<file path="src/rtl/nand_lab_pkg.sv">
// Shared definitions for the NAND truth-table sweeper: reference-gate modes,
// FSM state encoding and the reference-gate evaluator.
package nand_lab_pkg;

  localparam logic [2:0] MODE_AND  = 3'd0;
  localparam logic [2:0] MODE_OR   = 3'd1;
  localparam logic [2:0] MODE_NAND = 3'd2;
  localparam logic [2:0] MODE_NOR  = 3'd3;
  localparam logic [2:0] MODE_XOR  = 3'd4;
  localparam logic [2:0] MODE_XNOR = 3'd5;
  localparam logic [2:0] MODE_TT   = 3'd6;
  localparam logic [2:0] MODE_ZERO = 3'd7;

  typedef enum logic [1:0] {
    ST_IDLE = 2'd0,
    ST_RUN  = 2'd1,
    ST_FIN  = 2'd2
  } state_t;

  // x and tt are zero-extended to the largest supported N (4); only the low n bits of x count.
  function automatic logic ref_gate(input logic [2:0] mode, input logic [3:0] x,
                                    input int n, input logic [15:0] tt);
    logic v_and;
    logic v_or;
    logic v_xor;
    logic v_out;
    v_and = 1'b1;
    v_or  = 1'b0;
    v_xor = 1'b0;
    for (int i = 0; i < 4; i++) begin
      if (i < n) begin
        v_and = v_and & x[i];
        v_or  = v_or | x[i];
        v_xor = v_xor ^ x[i];
      end
    end
    case (mode)
      MODE_AND:  v_out = v_and;
      MODE_OR:   v_out = v_or;
      MODE_NAND: v_out = ~v_and;
      MODE_NOR:  v_out = ~v_or;
      MODE_XOR:  v_out = v_xor;
      MODE_XNOR: v_out = ~v_xor;
      MODE_TT:   v_out = tt[x];
      default:   v_out = 1'b0;
    endcase
    return v_out;
  endfunction

endpackage

</file>
<file path="src/rtl/nand_truth_sweeper_if.sv">
// Control/result bundle of the sweeper; master drives the request, slave is the sweeper.
interface nand_truth_sweeper_if #(
  parameter int N  = 2,
  parameter int MW = 3
);
  logic                start;
  logic [(1<<N)-1:0]   tt;
  logic [MW-1:0]       mode;
  logic                busy;
  logic                valid;
  logic [N-1:0]        m_idx;
  logic [N-1:0]        x;
  logic                s_nand;
  logic                s_ref;
  logic                mismatch;
  logic [N:0]          err_count;
  logic                done;
  logic                pass;

  modport master (
    output start, tt, mode,
    input  busy, valid, m_idx, x, s_nand, s_ref, mismatch, err_count, done, pass
  );

  modport slave (
    input  start, tt, mode,
    output busy, valid, m_idx, x, s_nand, s_ref, mismatch, err_count, done, pass
  );
endinterface

</file>
<file path="src/rtl/nand_sop_eval.sv">
// Sum-of-products of an N-input truth table, built from 2-input nand primitives only.
// Wide NANDs are an AND chain (nand + self-nand) closed by a final self-nand.
module nand_sop_eval #(
  parameter int N = 2
) (
  output wire              s,
  input  wire [N-1:0]      x,
  input  wire [(1<<N)-1:0] tt
);
  localparam int NT = 1 << N;

  wire [N-1:0] w_xn;

  for (genvar i = 0; i < N; i++) begin : g_inv
    nand u_inv (w_xn[i], x[i], x[i]);
  end

  for (genvar k = 0; k < NT; k++) begin : g_term
    for (genvar i = 0; i < N; i++) begin : g_lit
      wire w_prev;
      wire w_lit;
      wire w_n;
      wire w_a;
      if (i == 0) begin : g_first
        assign w_prev = tt[k];
      end else begin : g_next
        assign w_prev = g_lit[i-1].w_a;
      end
      if (((k >> i) & 1) == 1) begin : g_pos
        assign w_lit = x[i];
      end else begin : g_neg
        assign w_lit = w_xn[i];
      end
      nand u_n (w_n, w_prev, w_lit);
      nand u_a (w_a, w_n, w_n);
    end
    wire w_t;
    nand u_t (w_t, g_lit[N-1].w_a, g_lit[N-1].w_a);
  end

  // Output stage: AND of all terms, then inverted, i.e. nand(t_0..t_NT-1).
  for (genvar j = 0; j < NT; j++) begin : g_out
    wire w_prev;
    wire w_n;
    wire w_a;
    if (j == 0) begin : g_first
      assign w_prev = 1'b1;
    end else begin : g_next
      assign w_prev = g_out[j-1].w_a;
    end
    nand u_n (w_n, w_prev, g_term[j].w_t);
    nand u_a (w_a, w_n, w_n);
  end

  nand u_s (s, g_out[NT-1].w_a, g_out[NT-1].w_a);

endmodule

</file>
<file path="src/rtl/nand_truth_sweeper.sv">
// Sweeps all 2^N minterms of a latched truth table, comparing the NAND-NAND
// realisation against a selectable reference gate and counting mismatches.
module nand_truth_sweeper
  import nand_lab_pkg::*;
#(
  parameter int N  = 2,
  parameter int MW = 3
) (
  input  logic                 clk,
  input  logic                 reset,
  nand_truth_sweeper_if.slave  bus
);
  localparam int             NT     = 1 << N;
  localparam logic [N-1:0]   M_LAST = '1;

  state_t           r_state;
  logic [N-1:0]     r_m;
  logic [NT-1:0]    r_tt;
  logic [MW-1:0]    r_mode;
  logic [N:0]       r_err;
  logic             r_busy;
  logic             r_valid;
  logic             r_done;
  logic             r_pass;

  logic             w_s_nand;
  logic             w_s_ref;
  logic             w_mismatch;
  logic [N:0]       w_err_nxt;

  nand_sop_eval #(.N(N)) u_sop (
    .s  (w_s_nand),
    .x  (r_m),
    .tt (r_tt)
  );

  assign w_s_ref    = ref_gate(r_mode, 4'(r_m), N, 16'(r_tt));
  assign w_mismatch = r_valid & (w_s_nand != w_s_ref);
  assign w_err_nxt  = w_mismatch ? r_err + 1'b1 : r_err;

  always_ff @(posedge clk) begin
    if (reset) begin
      r_state <= ST_IDLE;
      r_m     <= '0;
      r_tt    <= '0;
      r_mode  <= '0;
      r_err   <= '0;
      r_busy  <= 1'b0;
      r_valid <= 1'b0;
      r_done  <= 1'b0;
      r_pass  <= 1'b0;
    end else begin
      r_done <= 1'b0;
      case (r_state)
        ST_IDLE: begin
          if (bus.start) begin
            r_tt    <= bus.tt;
            r_mode  <= bus.mode;
            r_m     <= '0;
            r_err   <= '0;
            r_pass  <= 1'b0;
            r_busy  <= 1'b1;
            r_valid <= 1'b1;
            r_state <= ST_RUN;
          end
        end
        ST_RUN: begin
          r_err <= w_err_nxt;
          // The last minterm's mismatch is folded into pass here, so pass is ready alongside done.
          if (r_m == M_LAST) begin
            r_busy  <= 1'b0;
            r_valid <= 1'b0;
            r_done  <= 1'b1;
            r_pass  <= (w_err_nxt == '0);
            r_state <= ST_FIN;
          end else begin
            r_m <= r_m + 1'b1;
          end
        end
        ST_FIN: begin
          r_state <= ST_IDLE;
        end
        default: begin
          r_state <= ST_IDLE;
        end
      endcase
    end
  end

  assign bus.busy      = r_busy;
  assign bus.valid     = r_valid;
  assign bus.m_idx     = r_m;
  assign bus.x         = r_m;
  assign bus.s_nand    = w_s_nand;
  assign bus.s_ref     = w_s_ref;
  assign bus.mismatch  = w_mismatch;
  assign bus.err_count = r_err;
  assign bus.done      = r_done;
  assign bus.pass      = r_pass;

endmodule

</file>
<file path="src/flat_wrapper.sv">
// flat-port wrapper written by rule: the top's interface ports become plain ports
module nand_truth_sweeper_flat import nand_lab_pkg::*;
#(
  parameter int N  = 2,
  parameter int MW = 3
)
  (clk, reset, bus_start, bus_tt, bus_mode, bus_busy, bus_valid, bus_m_idx, bus_x, bus_s_nand, bus_s_ref, bus_mismatch, bus_err_count, bus_done, bus_pass);
  nand_truth_sweeper_if #(.N(N), .MW(MW)) bus_i ();
  input  logic clk;
  input  logic reset;
  input wire logic [$bits(bus_i.start)-1:0] bus_start;
  input wire logic [$bits(bus_i.tt)-1:0] bus_tt;
  input wire logic [$bits(bus_i.mode)-1:0] bus_mode;
  output wire logic [$bits(bus_i.busy)-1:0] bus_busy;
  output wire logic [$bits(bus_i.valid)-1:0] bus_valid;
  output wire logic [$bits(bus_i.m_idx)-1:0] bus_m_idx;
  output wire logic [$bits(bus_i.x)-1:0] bus_x;
  output wire logic [$bits(bus_i.s_nand)-1:0] bus_s_nand;
  output wire logic [$bits(bus_i.s_ref)-1:0] bus_s_ref;
  output wire logic [$bits(bus_i.mismatch)-1:0] bus_mismatch;
  output wire logic [$bits(bus_i.err_count)-1:0] bus_err_count;
  output wire logic [$bits(bus_i.done)-1:0] bus_done;
  output wire logic [$bits(bus_i.pass)-1:0] bus_pass;
  assign bus_i.start = bus_start;
  assign bus_i.tt = bus_tt;
  assign bus_i.mode = bus_mode;
  assign bus_busy = bus_i.busy;
  assign bus_valid = bus_i.valid;
  assign bus_m_idx = bus_i.m_idx;
  assign bus_x = bus_i.x;
  assign bus_s_nand = bus_i.s_nand;
  assign bus_s_ref = bus_i.s_ref;
  assign bus_mismatch = bus_i.mismatch;
  assign bus_err_count = bus_i.err_count;
  assign bus_done = bus_i.done;
  assign bus_pass = bus_i.pass;
  nand_truth_sweeper #(.N(N), .MW(MW)) u_core (.clk(clk), .reset(reset), .bus(bus_i));
endmodule
</file>
<file path="config.mk">
export PLATFORM = sky130hd
export DESIGN_NAME = nand_truth_sweeper_flat
export DESIGN_NICKNAME = d
export VERILOG_FILES = /design/src/rtl/nand_lab_pkg.sv /design/src/rtl/nand_truth_sweeper_if.sv /design/src/rtl/nand_sop_eval.sv /design/src/rtl/nand_truth_sweeper.sv /design/src/flat_wrapper.sv
export SDC_FILE = /design/constraint.sdc
export NUM_CORES = 1
export LEC_CHECK = 0
export CORE_MARGIN = 2
export CORE_UTILIZATION = 49
export DETAILED_ROUTE_END_ITERATION = 6
export PLACE_DENSITY = 0.86
export SYNTH_ARGS = -nofsm -noshare
export SYNTH_HDL_FRONTEND = slang
export SYNTH_SLANG_ARGS = --single-unit
</file>
<file path="constraint.sdc">
create_clock -name clk -period 2.7 [get_ports clk]
set_input_delay 0.54 -clock clk [delete_from_list [all_inputs] [get_ports clk]]
set_output_delay 0.54 -clock clk [all_outputs]
set_load 0.02 [all_outputs]
</file>
==> impl_metrics.yaml <==
run_status:
  status: "finished clean"
synth:
  yosys_warnings: 0
  synthAdderAreaFrac_pct: 3.52
  syn_area_mm2: 0.00107
  synth_area_leaders: "dfxtp_1, mux2i_1, nor2_1"
  yosys.area_share.xor_xnor_pct: 1.64
  yosys.cell_types.count: 39
  synth-seq-cells: 17
  synth_top_family_by_area: "compound AO/OA/AOI/OAI gates"
  syn_inst: 122
  yosys.area_share.simple_pct: 18.8
  synthMuxAreaShare_pct: 10.9
  synth_common_cells: "dfxtp_1, nor2_1, inv_1, nand2_1"
  synth_edf_count: 0
  synth_compound_area_share_pct: 25.1
  syn_area_per_cell_um2: 8.75
  yosysSeqAreaShare_pct: 31.9
  netlist.area_leader.share_pct: 31.9
  yosysMostFrequentCell: "dfxtp_1"
  synth_top_area_cell: "dfxtp_1"
  async_flop_share_pct: 0
  synth_nets: 135
  ys.flop_type: "dfxtp_1"
clock_tree:
  cts_made_buffers: 3
  cts_setup_buffers: 0
  clock_sinks: 17
  root_buffer: "clkbuf_4"
  clock_latency_ns: 0.30
  cts.path.max_buffers: 2
  cts_tree: "yes"
  path_clk_slew_ns: 0.10
  hold_buffers: 0
  h-tree-depth: 1
timing:
  clock_skew_ns: 0.0122
  post-route-period-util_pct: 94.6
  worst_pin_slew_ns: 0.393
  period_minus_slack_ns: 2.55
  relSlewSlack_pct: 73.7
  fmax_ghz: 0.392
  fin_tns_setup_ns: 0
  maxSlewViolCount: 0
  timing.hold.ws_ns: 0.514
  hold_viol_final: 0
  setup_viol_count_final: 0
route:
  wirelength_mm: 2.62
  dr.first_iter.drc_count: 44
  wire_per_inst_um: 14.4
  drc: 0
  dr.pass1.iters: 4
  routed_via_density: 5.63
  vias: 1024
  ant_nets: 0
placed_design:
  gp_congestion: 0.880
  hpwl_mm: 1.95
  portBuffers: 23
critical_path:
  cp_data_arrival_time_ns: 2.01
  endpoint_kind: "output port"
  worstPathRequired_ns: 2.16
  critPathMaxFanout: 4
  worstSetupPathType: "reg2out"
  cp-start-kind: "register"
grt:
  track_usage_pct: 21.5
  grt_pass1_vias: 982
  grt_start_max_net_pins: 18
  grt_pass1_wl_mm: 4.29
  overflow: 0
  antenna_found_initial: 0
cells_and_area:
  diodes: 0
  final_nets: 169
  final_util_pct: 70.7
  area_delta_synth_final_pct: 32.6
  drive_gt1_share_pct: 20.6
pwr:
  p_leak_nw: 0.571
  power_density_mw_per_mm2: 417
  pwr-share-seq_pct: 46.7
  finalPower_mw: 0.589
  clockPowerShare_pct: 23.9
  combPwrFrac_pct: 29.4
  sw_frac_of_total_pct: 31.0
  p_int_mw: 0.407
  p_sw_mw: 0.183
  ir_drop_v: 0.000365
floorplan:
  ios: 24
  dieArea_mm2: 0.00257
  die_x_um: 50.7
  num_rows: 16
  initial_utilization_pct: 53.3
  fp.dieH_um: 50.7
  coreArea_mm2: 0.00200
job:
  max_cap_viol_count: 0
worst_hold_path:
  min_path_type: "reg2reg"
final cells by class:
class,instances,area [um^2]
flip-flops and latches,17,344
clock buffers,4,26.3
repair buffers,38,335
inverters,8,30.0
multi-input cells,88,646
well taps,27,33.8
fillers,166,587
worst max-delay path: stages, from the launching register on:
cell	delay, ns
dfxtp_4	0.38
inv_1	0.06
ha_1	0.33
mux2_2	0.29
o221ai_2	0.17
o2111ai_1	0.16
o21ai_1	0.14
buf_4	0.17
cells in the final DEF, fill, tap and decap left out, types with 2 or more instances in the layout:
cell / count
a21oi_1: 5
a22oi_1: 2
buf_4: 16
clkbuf_4: 3
clkdlybuf4s50_1: 21
dfxtp_1: 16
ha_1: 3
inv_1: 8
mux2_2: 3
mux2i_1: 6
nand2_1: 7
nand2b_1: 2
nand3_1: 2
nor2_1: 16
nor2b_1: 4
o2111ai_1: 6
o211ai_1: 4
o21ai_0: 5
o21bai_1: 2
or3b_2: 2
xor2_1: 2
per-stage QoR:
stage / worst slack (ns) / instances / cell area [um^2]
6_report: 0.147 / 182 / 1420
3_3_place_gp: 0.00774 / 178 / 1390
5_1_grt: -0.0000910 / 182 / 1420
2_1_floorplan: 0.222 / 122 / 1070
4_1_cts: 0.0618 / 182 / 1410
3_5_place_dp: -0.0585 / 178 / 1390
logic make-up (layout without fill, tap and decap cells):
family,count (synthesis),after routing
compound gates,34,34
fa+ha+maj,3,3
mux,10,10
simple gates,39,39
xor+xnor,2,2
flops,17,17
buf+inv,17,50
registers in the layout, indices dropped and copies added (netlist names):
register              count
u_core.bus.busy           1
u_core.r_tt               4
u_core.bus.done           1
u_core.bus.err_count      3
u_core.r_mode             3
u_core.r_state            2
u_core.bus.m_idx          2
u_core.bus.pass           1
per-layer routing:
| metal | track usage [%] | wire length, um | share of wire, % |
|---|---|---|---|
| met1 | 26.7 | 1170 | 45 |
| met2 | 37.5 | 1300 | 50 |
| met3 | 5.06 | 136 | 5.2 |
| met4 | 4.95 | 12 | 0.46 |
| met5 | 0 | 0 | 0 |
timing repair:
action	4_1_cts	5_1_grt
gates cloned	0	0
gates resized for setup	6	6
endpoints found under the setup margin	2	2
power groups by stage:
| stage | Clock (mW) | Combinational (mW) | Sequential, mW |
|---|---|---|---|
| after global routing | 0.152 | 0.186 | 0.277 |
| after detailed placement | 0 | 0.174 | 0.281 |
| final | 0.141 | 0.173 | 0.275 |
| after global placement | 0 | 0.169 | 0.280 |
| after floorplan | 0 | 0.104 | 0.281 |
| after CTS | 0.144 | 0.171 | 0.275 |
worst paths after layout:
| check | startpoint | end | slack [ns] | depth (start not counted) |
|---|---|---|---|---|
| worst max register to register | u_core.bus.m_idx[1] | u_core.bus.err_count[2] | 0.67 | 8 |
| worst min-delay path | u_core.r_tt[3] | u_core.r_tt[3] | 0.51 | 2 |
| worst min register to register | u_core.r_tt[3] | u_core.r_tt[3] | 0.51 | 2 |
| worst max-delay path | u_core.bus.m_idx[1] | bus_mismatch | 0.15 | 7 |
Power figures use the tool's default switching activity.
